==> config.mk <==
export PLATFORM = sky130hd
export DESIGN_NAME = bpsk_demodulator
export DESIGN_NICKNAME = d
export VERILOG_FILES = /design/src/rtl/bpsk_demodulator.sv
export SDC_FILE = /design/constraint.sdc
export NUM_CORES = 1
export LEC_CHECK = 0
export CAP_MARGIN = 20
export CORE_ASPECT_RATIO = 1.5
export CORE_MARGIN = 10
export CORE_UTILIZATION = 40
export DETAILED_ROUTE_END_ITERATION = 10
export PLACE_DENSITY_LB_ADDON = 0.08
export SYNTH_ARGS = -nofsm -noshare
export SYNTH_HDL_FRONTEND = slang
export SYNTH_SLANG_ARGS = --single-unit
==> constraint.sdc <==
create_clock -name clk -period 2.39 [get_ports clk]
set_input_delay 0.3585 -clock clk [delete_from_list [all_inputs] [get_ports clk]]
set_output_delay 0.3585 -clock clk [all_outputs]
set_load 0.005 [all_outputs]
==> src/rtl/bpsk_demodulator.sv <==
// -----------------------------------------------------------------------------
// bpsk_demodulator
//
// Receive-side BPSK demodulator. Takes one FFT bin per cycle, drops the null
// subcarriers, hard-slices each data subcarrier to one bit (sign of the real
// part), hunts for the 32-bit sync word and then packs the payload bits
// LSB-first into 40-bit words on an AXI-Stream style master port.
//
// Ports:
//   clk          - clock
//   rst          - synchronous, active-low reset
//   reset_demod  - synchronous soft clear, same effect as rst
//   s_valid      - input sample valid
//   s_ready      - input ready (= !m_valid || m_ready)
//   s_data       - FFT bin sample {imag[31:16], real[15:0]}
//   s_last       - last subcarrier of the symbol
//   m_valid      - output word valid
//   m_ready      - downstream ready
//   m_data       - packed bits; sync word is emitted as {8'h00, SYNC_WORD}
//   m_tstrb      - 5'h01 for the sync word, 5'h00 for payload words
//   m_tlast      - set on the last payload word of a packet
//   frame_err    - one-cycle pulse when s_last and the subcarrier count disagree
//   st           - current state (0 = HUNT, 1 = PAYLOAD)
// -----------------------------------------------------------------------------
module bpsk_demodulator #(
    parameter int          FFT_SIZE             = 1024,
    parameter int          DATA_LO_LAST         = 400,
    parameter int          DATA_HI_FIRST        = 623,
    parameter int          C_S_AXIS_TDATA_WIDTH = 32,
    parameter int          C_M_AXIS_TDATA_WIDTH = 40,
    parameter logic [31:0] SYNC_WORD            = 32'hA5A5_0FF0,
    parameter int          PAYLOAD_WORDS        = 16
) (
    input  logic                            clk,
    input  logic                            rst,
    input  logic                            reset_demod,
    input  logic                            s_valid,
    output logic                            s_ready,
    input  logic [C_S_AXIS_TDATA_WIDTH-1:0] s_data,
    input  logic                            s_last,
    output logic                            m_valid,
    input  logic                            m_ready,
    output logic [C_M_AXIS_TDATA_WIDTH-1:0] m_data,
    output logic [4:0]                      m_tstrb,
    output logic                            m_tlast,
    output logic                            frame_err,
    output logic [1:0]                      st
);

    localparam int SUBC_W = $clog2(FFT_SIZE);
    localparam int BIT_W  = $clog2(C_M_AXIS_TDATA_WIDTH);
    localparam int WORD_W = (PAYLOAD_WORDS > 1) ? $clog2(PAYLOAD_WORDS) : 1;

    localparam logic [SUBC_W-1:0] SUBC_MAX  = SUBC_W'(FFT_SIZE - 1);
    localparam logic [SUBC_W-1:0] LO_LAST   = SUBC_W'(DATA_LO_LAST);
    localparam logic [SUBC_W-1:0] HI_FIRST  = SUBC_W'(DATA_HI_FIRST);
    localparam logic [SUBC_W-1:0] HI_LAST   = SUBC_W'(FFT_SIZE - 2);
    localparam logic [BIT_W-1:0]  BIT_LAST  = BIT_W'(C_M_AXIS_TDATA_WIDTH - 1);
    localparam logic [WORD_W-1:0] WORD_LAST = WORD_W'(PAYLOAD_WORDS - 1);
    localparam logic [C_M_AXIS_TDATA_WIDTH-1:0] SYNC_OUT = C_M_AXIS_TDATA_WIDTH'(SYNC_WORD);

    localparam logic [1:0] ST_HUNT    = 2'd0;
    localparam logic [1:0] ST_PAYLOAD = 2'd1;

    logic [1:0]                      state_q,     state_d;
    logic [SUBC_W-1:0]               subc_q,      subc_d;
    logic [31:0]                     win_q,       win_d;
    logic [C_M_AXIS_TDATA_WIDTH-1:0] shreg_q,     shreg_d;
    logic [BIT_W-1:0]                bit_cnt_q,   bit_cnt_d;
    logic [WORD_W-1:0]               word_cnt_q,  word_cnt_d;
    logic                            m_valid_q,   m_valid_d;
    logic [C_M_AXIS_TDATA_WIDTH-1:0] m_data_q,    m_data_d;
    logic [4:0]                      m_tstrb_q,   m_tstrb_d;
    logic                            m_tlast_q,   m_tlast_d;
    logic                            frame_err_q, frame_err_d;

    logic                            accept;
    logic                            is_data;
    logic                            data_bit;
    logic [31:0]                     win_next;
    logic [C_M_AXIS_TDATA_WIDTH-1:0] shreg_next;
    logic                            unused_s_data;

    // The output register can take a new word whenever it is empty or is
    // being drained this cycle, so the upstream stalls only on true backpressure.
    assign s_ready  = !m_valid_q || m_ready;
    assign accept   = s_valid && s_ready;

    assign is_data  = ((subc_q != '0) && (subc_q <= LO_LAST)) ||
                      ((subc_q >= HI_FIRST) && (subc_q <= HI_LAST));

    // Hard slicer: non-negative real part decodes as 1.
    assign data_bit = ~s_data[15];

    // Both registers shift in at the top so the first bit received ends up
    // in bit 0 once the register is full (LSB-first).
    assign win_next   = {data_bit, win_q[31:1]};
    assign shreg_next = {data_bit, shreg_q[C_M_AXIS_TDATA_WIDTH-1:1]};

    assign unused_s_data = ^{s_data[C_S_AXIS_TDATA_WIDTH-1:16], s_data[14:0]};

    always_comb begin
        state_d     = state_q;
        subc_d      = subc_q;
        win_d       = win_q;
        shreg_d     = shreg_q;
        bit_cnt_d   = bit_cnt_q;
        word_cnt_d  = word_cnt_q;
        m_valid_d   = m_valid_q && !m_ready;
        m_data_d    = m_data_q;
        m_tstrb_d   = m_tstrb_q;
        m_tlast_d   = m_tlast_q;
        frame_err_d = 1'b0;

        if (accept) begin
            // s_last realigns the counter to the start of the next symbol even
            // when it arrives early; packing is not disturbed by misalignment.
            if (s_last || (subc_q == SUBC_MAX)) begin
                subc_d = '0;
            end else begin
                subc_d = subc_q + 1'b1;
            end
            frame_err_d = s_last ^ (subc_q == SUBC_MAX);

            if (is_data) begin
                if (state_q == ST_HUNT) begin
                    win_d = win_next;
                    if (win_next == SYNC_WORD) begin
                        m_valid_d  = 1'b1;
                        m_data_d   = SYNC_OUT;
                        m_tstrb_d  = 5'h01;
                        m_tlast_d  = 1'b0;
                        bit_cnt_d  = '0;
                        word_cnt_d = '0;
                        state_d    = ST_PAYLOAD;
                    end
                end else begin
                    shreg_d = shreg_next;
                    if (bit_cnt_q == BIT_LAST) begin
                        m_valid_d = 1'b1;
                        m_data_d  = shreg_next;
                        m_tstrb_d = 5'h00;
                        m_tlast_d = (word_cnt_q == WORD_LAST);
                        bit_cnt_d = '0;
                        if (word_cnt_q == WORD_LAST) begin
                            word_cnt_d = '0;
                            win_d      = '0;
                            state_d    = ST_HUNT;
                        end else begin
                            word_cnt_d = word_cnt_q + 1'b1;
                        end
                    end else begin
                        bit_cnt_d = bit_cnt_q + 1'b1;
                    end
                end
            end
        end
    end

    always_ff @(posedge clk) begin
        if (!rst || reset_demod) begin
            state_q     <= ST_HUNT;
            subc_q      <= '0;
            win_q       <= '0;
            shreg_q     <= '0;
            bit_cnt_q   <= '0;
            word_cnt_q  <= '0;
            m_valid_q   <= 1'b0;
            m_data_q    <= '0;
            m_tstrb_q   <= '0;
            m_tlast_q   <= 1'b0;
            frame_err_q <= 1'b0;
        end else begin
            state_q     <= state_d;
            subc_q      <= subc_d;
            win_q       <= win_d;
            shreg_q     <= shreg_d;
            bit_cnt_q   <= bit_cnt_d;
            word_cnt_q  <= word_cnt_d;
            m_valid_q   <= m_valid_d;
            m_data_q    <= m_data_d;
            m_tstrb_q   <= m_tstrb_d;
            m_tlast_q   <= m_tlast_d;
            frame_err_q <= frame_err_d;
        end
    end

    assign m_valid   = m_valid_q;
    assign m_data    = m_data_q;
    assign m_tstrb   = m_tstrb_q;
    assign m_tlast   = m_tlast_q;
    assign frame_err = frame_err_q;
    assign st        = state_q;

endmodule

==> results_dict.tcl <==
set metrics [dict create \
    endpoint_kind "flip-flop" \
    skew_ps 9.36 \
    die_h_um 166 \
    setup_viol 0 \
    ff2ff_setup_slack_ps 0.8 \
    hold_depth 2 \
    regArea_um2 2710 \
    drt.antenna.violating_nets 0 \
    vias 4430 \
    via_per_inst 5.09 \
    arrival_ps 2720 \
    grt_pass1_vias 4374 \
    reg2regPathDepth 9 \
    synthFlopType "dfxtp_1" \
    synth-seq-cells 135 \
    start_util_pct 40.6 \
    finalHoldViolations 0 \
    grt_pass1_wl_um 21300 \
    startpoint_type "flip-flop" \
    dieArea_um2 19500 \
    synth_edf_count 0 \
    netlist_instances 594 \
    power-per-cell-area_nw_per_um2 715 \
    cts-root-buf "clkbuf_16" \
    rsz0062_at_grt "true" \
    final_cells 871 \
    path_class "reg -> reg" \
    antenna_found_initial 0 \
    hold_class "reg -> reg" \
    placedCellCount 834 \
    ys_types 52 \
    period_share_pct 100 \
    port_buffers 52 \
    leakagePower_uw 0.00289 \
    final_common_cell "nand2_1" \
    fin_area_um2 7390 \
    power_uw 5290 \
    grt_start_max_net_pins 53 \
    layout-drive-gt1-share_pct 15.0 \
    fp-row-count 53 \
    grt-ovfl-total 0 \
    cap_viol_max_count 0 \
    htree_levels 4 \
    hold_buffers 0 \
    fillers 1324 \
    ys_seq_area_share_pct 47.6 \
    synthArstFlopShare_pct 0 \
    clockBufferDepth 2 \
    path_max_fanout 8 \
    first_iter_violations 155 \
    final_util_pct 52.8 \
    nets 709 \
    dpl_cell_area_um2 6600 \
    first_pass_iters 4 \
    max_freq_ghz 0.419 \
    multi_input_area_um2 2770 \
    regToRegEndpoint "win_q[24]$_SDFFE_PP0P_" \
    status "completed" \
    ioPinCount 89 \
    whs_endpoint "m_data[20]$_SDFFE_PP0P_" \
    gp_congestion 0.868 \
    finalMaxSlewViolations 0 \
    fin_crit_ps 2390 \
    syn_area_per_cell_um2 9.56 \
    synth_warnings 0 \
    clock_sinks 135 \
    insertion_delay_ps 410 \
    layout_common_cells "141 x nand2_1, 133 x dfxtp_1, 98 x mux2i_1" \
    dp_hpwl_um 8860 \
    required_ps 2720 \
    drt-total-wl_um 12900 \
    grt_usage_pct 13.5 \
    antenna_cells 0 \
    die_w_um 117 \
    r2r-start "subc_q[0]$_SDFFE_PP0P_" \
    ir_worst_vdd_uv 377 \
    cts_made_buffers 17 \
    clkTransAtPathRegs_ps 60 \
    core_um2 14000 \
    min_from "shreg_q[21]$_SDFFE_PP0P_" \
    syn-cell-area_um2 5680 \
    wl_per_cell_um 14.8 \
    area_growth_pct 30.2 \
    tns_ps 0 \
    route.detailed.drc 0 \
    cts_tree "yes" \
]
[cell families (layout without fill, tap and decap cells)]
kind of cell    count (synthesis)  after routing  synth area share [%]
compound gates                 57             57                  8.81
other cells                     1              5                0.0660
mux                            98             98                  17.3
flops                         135            135                  47.6
fa+ha+maj                       5              5                  1.10
xor+xnor                        7              7                  1.08
simple gates                  238            238                  19.3
buf+inv                        53            134                  4.80
[synthesized netlist by cell type (3+ instances only)]
master     count  area share, %
nor2_1        12           0.79
or4b_1         3           0.53
o2111ai_1      3           0.46
mux2i_1       98             17
nand4_1        5           0.55
ha_1           5            1.1
nand2b_1       3           0.33
o221a_2       10            2.0
o211ai_1       4           0.53
buf_6          5           0.99
o221a_1        6            1.2
inv_1          6           0.40
or3_1          8           0.88
nor3_1         7           0.62
a221oi_1       4           0.62
xnor2_1        3           0.46
a21oi_1        8           0.71
buf_4          8            1.1
dfxtp_1      135             48
o21ai_0        3           0.26
xor2_1         4           0.62
nand4b_1       4           0.62
nand3_1       40            3.5
clkbuf_1      27            1.8
buf_2          5           0.44
nand2_1      141            9.3
[stage by stage]
stage                     setup WS (ps)  hold WS, ps
after floorplan                    32.6          432
after global placement             -258          441
after detailed placement           -254          446
after CTS                          17.0          447
after global routing              -99.1          461
final                             0.831          445
[cell type report]
type / instances / area share, %
clock buffer: 21 / 6.36
tap: 192 / 3.25
timing repair buffer: 96 / 13.4
inverter: 6 / 0.305
clock inverter: 11 / 2.61
multi-input combinational: 410 / 37.5
sequential: 135 / 36.6
[state kept, by name, indices dropped and copies added, names as in the netlist]
| name | cells |
|---|---|
| st | 1 |
| bit_cnt_q | 6 |
| word_cnt_q | 4 |
| m_data | 40 |
| m_valid | 1 |
| shreg_q | 39 |
| win_q | 31 |
| m_tstrb | 1 |
| frame_err | 1 |
| subc_q | 10 |
| m_tlast | 1 |
[metal layers]
layer / vias up / track usage (%) / routed length (um)
li1: 2227 / - / -
met1: 2122 / 15.0 / 5340
met2: 68 / 23.5 / 6870
met3: 13 / 3.90 / 471
met4: 0 / 5.12 / 201
met5: - / 0 / 0
[worst max-delay path by stage]
stage                      startpoint                 endpoint  slack (ps)  cells past startpoint
4_1_cts        subc_q[0]$_SDFFE_PP0P_   win_q[25]$_SDFFE_PP0P_          20                      9
5_1_grt        subc_q[0]$_SDFFE_PP0P_    win_q[8]$_SDFFE_PP0P_        -100                      9
3_3_place_gp               s_data[15]       m_valid$_SDFF_PP0_        -260                      8
3_5_place_dp               s_data[15]  m_data[22]$_SDFFE_PP0P_        -250                      8
2_1_floorplan  subc_q[0]$_SDFFE_PP0P_   win_q[20]$_SDFFE_PP0P_          30                      9
6_report       subc_q[0]$_SDFFE_PP0P_   win_q[24]$_SDFFE_PP0P_         0.8                      9
[critical path: stages (launching register included)]
cell and delay (ps):
dfxtp_2 330, inv_2 70, ha_4 120, or3b_4 370, and4_1 170, or3_4 400, a221oi_4 330, buf_6 170
buf_12 140, mux2i_1 200
[report_power, final]
part           internal (uW)  switching (uW)
logic                   53.5            75.2
clock network           1940             968
registers               2250           0.722
[timing repair]
| action | 4_1_cts | 5_1_grt |
|---|---|---|
| setup buffers | 2 | 0 |
| resized for setup | 1 | 13 |
| cloned | 1 | 2 |
| pin swaps | 1 | 4 |
| endpoints found under the setup margin | 2 | 60 |
(Power assumes the default switching activity.)
